--- config.mk ---
export PLATFORM = sky130hd
export DESIGN_NAME = gray_frame_ctrl
export DESIGN_NICKNAME = d
export VERILOG_FILES = /design/src/rtl/gray_frame_ctrl.sv
export SDC_FILE = /design/constraint.sdc
export NUM_CORES = 1
export LEC_CHECK = 0
export BUFFER_PORTS_ARGS = -buffer_cell sky130_fd_sc_hd__buf_2
export CAP_MARGIN = 25
export CORE_ASPECT_RATIO = 0.6
export CORE_UTILIZATION = 52
export CTS_CLUSTER_DIAMETER = 100
export DETAILED_ROUTE_END_ITERATION = 10
export MAX_ROUTING_LAYER = met4
export PLACE_DENSITY = 0.76
export SYNTH_ARGS = -nofsm -noshare
export SYNTH_HDL_FRONTEND = slang
export SYNTH_SLANG_ARGS = --single-unit
--- constraint.sdc ---
create_clock -name clk -period 3.4 [get_ports clk]
set_clock_uncertainty 0.05 [all_clocks]
set_input_delay 0.68 -clock clk [delete_from_list [all_inputs] [get_ports clk]]
set_output_delay 0.68 -clock clk [all_outputs]
set_load 0.01 [all_outputs]
--- src/rtl/gray_frame_ctrl.sv ---
// gray_frame_ctrl: frame-synchronous config shadowing/commit plus frame
// pixel/line monitoring for the RGB-to-grayscale pipeline.
module gray_frame_ctrl #(
  parameter int unsigned H_ACT    = 1920,
  parameter int unsigned V_ACT    = 1080,
  parameter int unsigned PIX_W    = 22,
  parameter int unsigned LINE_W   = 12,
  parameter logic [1:0]  MODE_DEF = 2'd0,
  parameter logic [9:0]  C0_DEF   = 10'd306,
  parameter logic [9:0]  C1_DEF   = 10'd601,
  parameter logic [9:0]  C2_DEF   = 10'd117
) (
  input  logic              clk,
  input  logic              reset,
  input  logic              vs_in,
  input  logic              hs_in,
  input  logic              valid_i,
  input  logic              cfg_we,
  input  logic [1:0]        cfg_addr,
  input  logic [9:0]        cfg_wdata,
  output logic [1:0]        act_mode,
  output logic [9:0]        act_c0,
  output logic [9:0]        act_c1,
  output logic [9:0]        act_c2,
  output logic              in_frame,
  output logic              frame_done,
  output logic              frame_err,
  output logic              cfg_err,
  output logic [PIX_W-1:0]  pix_cnt_last,
  output logic [LINE_W-1:0] line_cnt_last,
  output logic [15:0]       frame_cnt
);

  typedef enum logic {WAIT_VS, IN_FRAME} state_t;

  state_t            state_q, state_d;
  logic              vs_d, hs_d;
  logic              vs_rise, hs_rise;
  logic [PIX_W-1:0]  pix_cnt, pix_nxt;
  logic [LINE_W-1:0] line_cnt, line_nxt;
  logic              close, bad_frame;
  logic [1:0]        sh_mode;
  logic [9:0]        sh_c0, sh_c1, sh_c2;
  logic              pending;
  logic [11:0]       coef_sum;
  logic              cfg_legal;
  logic              wr_clear, wr_arm;

  assign vs_rise   = vs_in & ~vs_d;
  assign hs_rise   = hs_in & ~hs_d;
  assign in_frame  = (state_q == IN_FRAME);
  assign coef_sum  = 12'(sh_c0) + 12'(sh_c1) + 12'(sh_c2);
  assign cfg_legal = (sh_mode != 2'd3) && (coef_sum <= 12'd1024);
  assign wr_clear  = cfg_we && (cfg_addr == 2'd3) && cfg_wdata[0];
  assign wr_arm    = cfg_we && !wr_clear;

  // Next state, saturating counter increments and frame-close detection.
  always_comb begin
    state_d = state_q;
    close   = 1'b0;
    pix_nxt = pix_cnt;
    if (valid_i && (pix_cnt != '1)) pix_nxt = pix_cnt + PIX_W'(1);
    line_nxt = line_cnt;
    if (hs_rise && (line_cnt != '1)) line_nxt = line_cnt + LINE_W'(1);
    case (state_q)
      WAIT_VS:  if (vs_rise) state_d = IN_FRAME;
      IN_FRAME: close = vs_rise;
      default:  state_d = WAIT_VS;
    endcase
    bad_frame = (pix_nxt != PIX_W'(H_ACT * V_ACT)) || (line_nxt != LINE_W'(V_ACT));
  end

  // State register and sync-edge history.
  always_ff @(posedge clk) begin
    if (reset) begin
      state_q <= WAIT_VS;
      vs_d    <= 1'b0;
      hs_d    <= 1'b0;
    end else begin
      state_q <= state_d;
      vs_d    <= vs_in;
      hs_d    <= hs_in;
    end
  end

  // Frame counters, closing snapshot and result pulses.
  always_ff @(posedge clk) begin
    if (reset) begin
      pix_cnt       <= '0;
      line_cnt      <= '0;
      pix_cnt_last  <= '0;
      line_cnt_last <= '0;
      frame_cnt     <= '0;
      frame_done    <= 1'b0;
      frame_err     <= 1'b0;
    end else begin
      frame_done <= close;
      frame_err  <= close && bad_frame;
      if (close) begin
        pix_cnt_last  <= pix_nxt;
        line_cnt_last <= line_nxt;
        frame_cnt     <= frame_cnt + 16'd1;
      end
      if (vs_rise) begin
        pix_cnt  <= '0;
        line_cnt <= '0;
      end else if (state_q == IN_FRAME) begin
        pix_cnt  <= pix_nxt;
        line_cnt <= line_nxt;
      end
    end
  end

  // Shadow register writes, pending tracking and commit at frame start.
  // The commit reads the shadows/pending as they were before this cycle's
  // write, so a write coinciding with vs_rise arms the following frame; the
  // rejection assignment to cfg_err comes last so it wins over a clear.
  always_ff @(posedge clk) begin
    if (reset) begin
      sh_mode  <= MODE_DEF;
      sh_c0    <= C0_DEF;
      sh_c1    <= C1_DEF;
      sh_c2    <= C2_DEF;
      act_mode <= MODE_DEF;
      act_c0   <= C0_DEF;
      act_c1   <= C1_DEF;
      act_c2   <= C2_DEF;
      pending  <= 1'b0;
      cfg_err  <= 1'b0;
    end else begin
      if (vs_rise) pending <= 1'b0;
      if (wr_arm) pending <= 1'b1;
      if (wr_clear) cfg_err <= 1'b0;
      if (cfg_we) begin
        case (cfg_addr)
          2'd0: sh_mode <= cfg_wdata[1:0];
          2'd1: sh_c0   <= cfg_wdata;
          2'd2: sh_c1   <= cfg_wdata;
          default: if (!cfg_wdata[0]) sh_c2 <= {1'b0, cfg_wdata[9:1]};
        endcase
      end
      if (vs_rise && pending) begin
        if (cfg_legal) begin
          act_mode <= sh_mode;
          act_c0   <= sh_c0;
          act_c1   <= sh_c1;
          act_c2   <= sh_c2;
        end else begin
          cfg_err <= 1'b1;
        end
      end
    end
  end

endmodule

* After elaboration in Yosys (flattened, before gate mapping)
Index checks and enable logic that the tools add are counted.
** Storage, ports and cells
- Flip-flop bits (word level) :: 153
- Input bits :: 18
- Logic and storage cells :: 69
** Cells by class
- $add $sub $neg :: 5
- Magnitude comparators :: 1
- Equal/unequal tests :: 8
- Muxes and demuxes :: 10
- Bitwise operators :: 6
- Reductions and logical operators :: 19
** Operators with widths (number)
- 22-bit by 1-bit adder with 22-bit output, second input constant :: 1
- 22-bit two-way mux :: 1
- 22-bit by 21-bit != test with 1-bit output, second input constant :: 1
- 22-bit != test, second input constant :: 1
- 16-bit by 1-bit adder with 16-bit output, second input constant :: 1
- 11-bit by 9-bit adder with 12-bit output :: 1
- 12-bit by 1-bit adder with 12-bit output, second input constant :: 1
- 12-bit by 11-bit less-or-equal comparator with 1-bit output, second input constant :: 1
- 12-bit two-way mux :: 1
- 12-bit by 11-bit != test with 1-bit output, second input constant :: 1
- 12-bit != test, second input constant :: 1
- 10-bit by 10-bit adder with 11-bit output :: 1
- 1-bit logical AND :: 8
- 1-bit two-way mux :: 8
- 2-bit AND reduction :: 4
- 2-bit equality test, second input constant :: 2
- 1-bit inverter :: 4
- 3-bit AND reduction :: 1
- 3-bit OR reduction :: 1
- 1-bit bitwise AND :: 2
- 2-bit by 1-bit equality test with 1-bit output, second input constant :: 1
- 2-bit zero test :: 1
- 2-bit != test, second input constant :: 1
- 2-bit nonzero test :: 1
- other kinds (3) :: 3

* Longest topological paths before layout
- Depth after elaboration :: 7
- Gate-level depth with buffers :: 16
- Mapped depth without buffers :: 14

* Worst setup path before layout
Ideal clock, no wire load.
- Path type :: register to register
- Start point :: register sh_c0[1]
- End point :: register act_c0[9]
- Library setup time :: 0.128 ns
- Arrival time :: 3.055 ns
- Slack :: 0.167 ns
- Cell stages (with the launch flop) :: 14
- Period minus slack after synthesis :: 3.233 ns
- Cell sequence :: dfxtp_1 -> fa_1 -> ha_1 -> inv_1 -> fa_1 -> nand4b_1 -> a2111oi_0 -> nand4_1 -> nor4_1 -> o2111ai_1 -> buf_2 -> buf_4 -> mux2i_1 -> nor2_1
** On the way
- Word-level cells in the longest chain between the ends :: 5
** RTL lines
- from (decl) :: RTL line 43 : logic [9:0] sh_c0, sh_c1, sh_c2;
- from (signal assigned) :: RTL line 137 : 2'd1: sh_c0 <= cfg_wdata;
- 10-bit by 10-bit adder with 11-bit output :: RTL line 52 : assign coef_sum = 12'(sh_c0) + 12'(sh_c1) + 12'(sh_c2);
- 11-bit by 9-bit adder with 12-bit output :: RTL line 52
- 12-bit by 11-bit less-or-equal comparator with 1-bit output :: RTL line 53 : assign cfg_legal = (sh_mode != 2'd3) && (coef_sum <= 12'd1024);
- 1-bit logical AND :: RTL line 53
- 2-bit AND reduction (no source line)
- to (signal assigned) :: RTL line 125 : act_c0 <= C0_DEF;
- to (signal assigned) :: RTL line 145 : act_c0 <= sh_c0;
- to (decl) :: RTL line 22 : output logic [9:0] act_c0,
Every way passes these cells.
A chain may end at the register's enable or synchronous reset.

* Final worst setup path
- Start point :: register sh_c0[8]
- End point :: register act_c0[2]
Same word-level chain as after synthesis.

==> results.json <==
{
  "whs_path_depth": 2,
  "synth.area.top_cells": "dfxtp_1, nor2_1, xor2_1, nand2_1, mux2i_1",
  "grt.met3_usage_pct": 6.47,
  "gp_congestion": 0.936,
  "leakage_nw": 3.66,
  "htreeDepth": 4,
  "outcome": "finished with violations",
  "grt_pass1_wl_um": 28900,
  "avgViaCountPerCell": 5.62,
  "synth_flop_cell": "dfxtp_1",
  "synth-edff-count": 0,
  "io_buffers": 102,
  "start_util_pct": 53.8,
  "yosysWarningCount": 0,
  "grt-ovfl-total": 0,
  "tritoncts": "built",
  "grtUsageMet2_pct": 32.1,
  "grt_pass1_vias": 5516,
  "slowest_stage": "or3b_2",
  "drt_wl_total_um": 19100,
  "syn_area_um2": 7420,
  "maxSlewHeadroom_pct": 45.8,
  "fp.dieW_um": 156,
  "ioPinCount": 104,
  "max_stage_delay_ps": 490,
  "critPathRequiredTime_ps": 3640,
  "hold_violations": 0,
  "tightest_slew_ps": 810,
  "startpoint": "sh_c0[8]",
  "preCtsSetupSlack_ps": -52.6,
  "dieHeight_um": 94.5,
  "rsz0062_at_grt": "true",
  "critPathKind": "reg -> reg",
  "remaining_drc_errors": 0,
  "clock_sinks": 153,
  "power_mw": 4.23,
  "dp.cells": 1145,
  "cellPowerDensity_nw_per_um2": 468,
  "met1_usage_pct": 40.4,
  "fp.dieArea_um2": 14800,
  "ys_seq_elements": 153,
  "path_buf_inv": 3,
  "cts_buffer_depth": 2,
  "synthCells": 875,
  "synth_top_area_share_pct": 41.3,
  "fin_area_um2": 9040,
  "diodes": 0,
  "rows": 33,
  "crit_fanout": 5,
  "synth_nets": 916,
  "max-vdd-ir-drop_mv": 0.315,
  "clk_latency_ps": 420,
  "max_freq_mhz": 288,
  "ctsHoldBuffers": 0,
  "critPathTopFamily": "adder cells",
  "setup-tns-final_ps": -787,
  "placed_cell_area_um2": 8200,
  "synth_seq_area_share_pct": 41.3,
  "ff2ff_path_depth": 13,
  "grtUsageTotal_pct": 26.0,
  "arrival_ps": 3710,
  "hpwl_um": 13300,
  "drt_iter0_markers": 576,
  "cap_violations": 0,
  "async_reset_ff_share_pct": 0,
  "busiest_layer": "met1",
  "antenna_left": 0,
  "path_cells": "fa_1 > ha_1 > or3b_2 > o41ai_1 > a22oi_1 > nand4_1 > nor4_2 > buf_4 > o2111ai_4 > buf_6 > buf_8 > mux2i_1 > nor2_1",
  "drive_above_1_share_pct": 21.9,
  "fin_hold_ws_ps": 402,
  "finalMaxSlewViolations": 0,
  "synth_top_cell_by_area": "dfxtp_1",
  "worst_slack_ps": -67.0,
  "layout.cells.non_filler": 1190,
  "antenna_found_initial": 0,
  "numCtsBuffers": 17,
  "syn-mean-instance-area_um2": 8.48,
  "dr.pass1.iters": 7,
  "start_kind": "flop",
  "worst-path-stages": 13,
  "violations": "setup timing",
  "post-route-util_pct": 65.6,
  "core_um2": 13800,
  "path_clk_slew_ps": 70,
  "fin_nets": 1026,
  "syn_to_final_growth_pct": 21.9,
  "fin_crit_ps": 3470,
  "wl_per_cell_um": 16.1,
  "finalCritPeriodShare_pct": 102,
  "ys_types": 64,
  "rr_startpoint": "sh_c0[8]",
  "via_count": 6686,
  "setup_viol": 30,
  "hold_class": "reg -> reg",
  "grt_max_degree": 59,
  "hp-start": "line_cnt_last[2]",
  "cp-end-kind": "flop",
  "cts-root-buf": "clkbuf_16"
}
power by group:
group	total [mW]	switching, mW	internal (mW)
combinational	0.522	0.298	0.224
clock	1.84	0.860	0.981
sequential	1.87	0.0330	1.83
total	4.23	1.19	3.04
worst min-delay path, delay by kind of cell (launching register included):
kind	cells	cell delay [ps]
AO/OA/AOI/OAI	1	50
flip-flops	1	300
AND/OR/NAND/NOR	1	50
worst paths after layout:
kind / to / slack (ps)
setup / recovery: act_c0[2] / -70
setup reg to reg: act_c0[2] / -70
hold / removal: line_cnt_last[2] / 400
hold reg to reg: line_cnt_last[2] / 400
cell families (layout without fill, tap and decap cells):
family / count (synthesis) / in the layout / share of synthesized area [%]
flip-flops: 153 / 153 / 41.3
adder cells (fa/ha/maj): 23 / 23 / 4.89
AO/OA/AOI/OAI: 124 / 124 / 10.9
AND/OR/NAND/NOR: 391 / 391 / 24.9
XOR/XNOR: 76 / 76 / 8.98
multiplexers: 36 / 36 / 4.89
buffers and inverters: 71 / 194 / 4.08
other: 1 / 1 / 0.0506
area by class of cell:
class / count / area (um^2)
flip-flops and latches: 153 / 3070
multi-input cells: 651 / 4140
clock inverters: 15 / 155
fillers: 1153 / 4750
inverters: 13 / 48.8
clock buffers: 17 / 425
repair buffers: 149 / 957
well taps: 192 / 240
layer usage:
| metal | wire [um] | vias to the layer above |
|---|---|---|
| met5 | 0 | - |
| met2 | 7280 | 250 |
| li1 | - | 3253 |
| met4 | 102 | 0 |
| met3 | 1610 | 9 |
| met1 | 10100 | 3174 |
synthesized netlist by cell type, drive strengths merged, types with 5 or more instances:
master  number
nand4       22
nor3        23
and3        11
mux2i       34
fa          10
or3          7
nor2b        6
nand2b       9
nor2       134
a211oi      29
clkbuf      36
xor2        46
dfxtp      153
and2         7
nand2      105
o21ai       13
buf         22
nand3       38
ha          13
a21oi       43
nor4         5
inv         13
xnor2       30
sequential cells by signal, indices dropped and copies added (netlist names), 2 cells and up:
signal	flops
pix_cnt	22
pix_cnt_last	22
frame_cnt	16
line_cnt	12
line_cnt_last	12
act_c0	10
act_c1	10
sh_c0	10
sh_c1	10
act_c2	9
sh_c2	9
act_mode	2
sh_mode	2
cells in the final DEF (no fill, tap or decap), drive strengths merged, types with 4 or more instances in the layout:
cell and instances:
xnor2 30, nor2b 6, and4 4, a31oi 4
xor2 46, and2 7, nor4 5, or2 4
buf 146, a2111oi 4, fa 10, o21a 4
nor3 23, dfxtp 153, nand3 38, ha 13
and3 11, nor2 134, nand4 22, o21ai 13
or3 7, mux2i 34, nand2 105, inv 22
nand2b 9, a211oi 29, clkbuf 20, o211ai 4
a21oi 43
what timing repair did:
item,4_1_cts,5_1_grt
setup buffers,0,8
pin swaps,1,13
resized for setup,2,26
endpoints found under the setup margin,31,32
cloned,0,6
(Power assumes the default switching activity.)
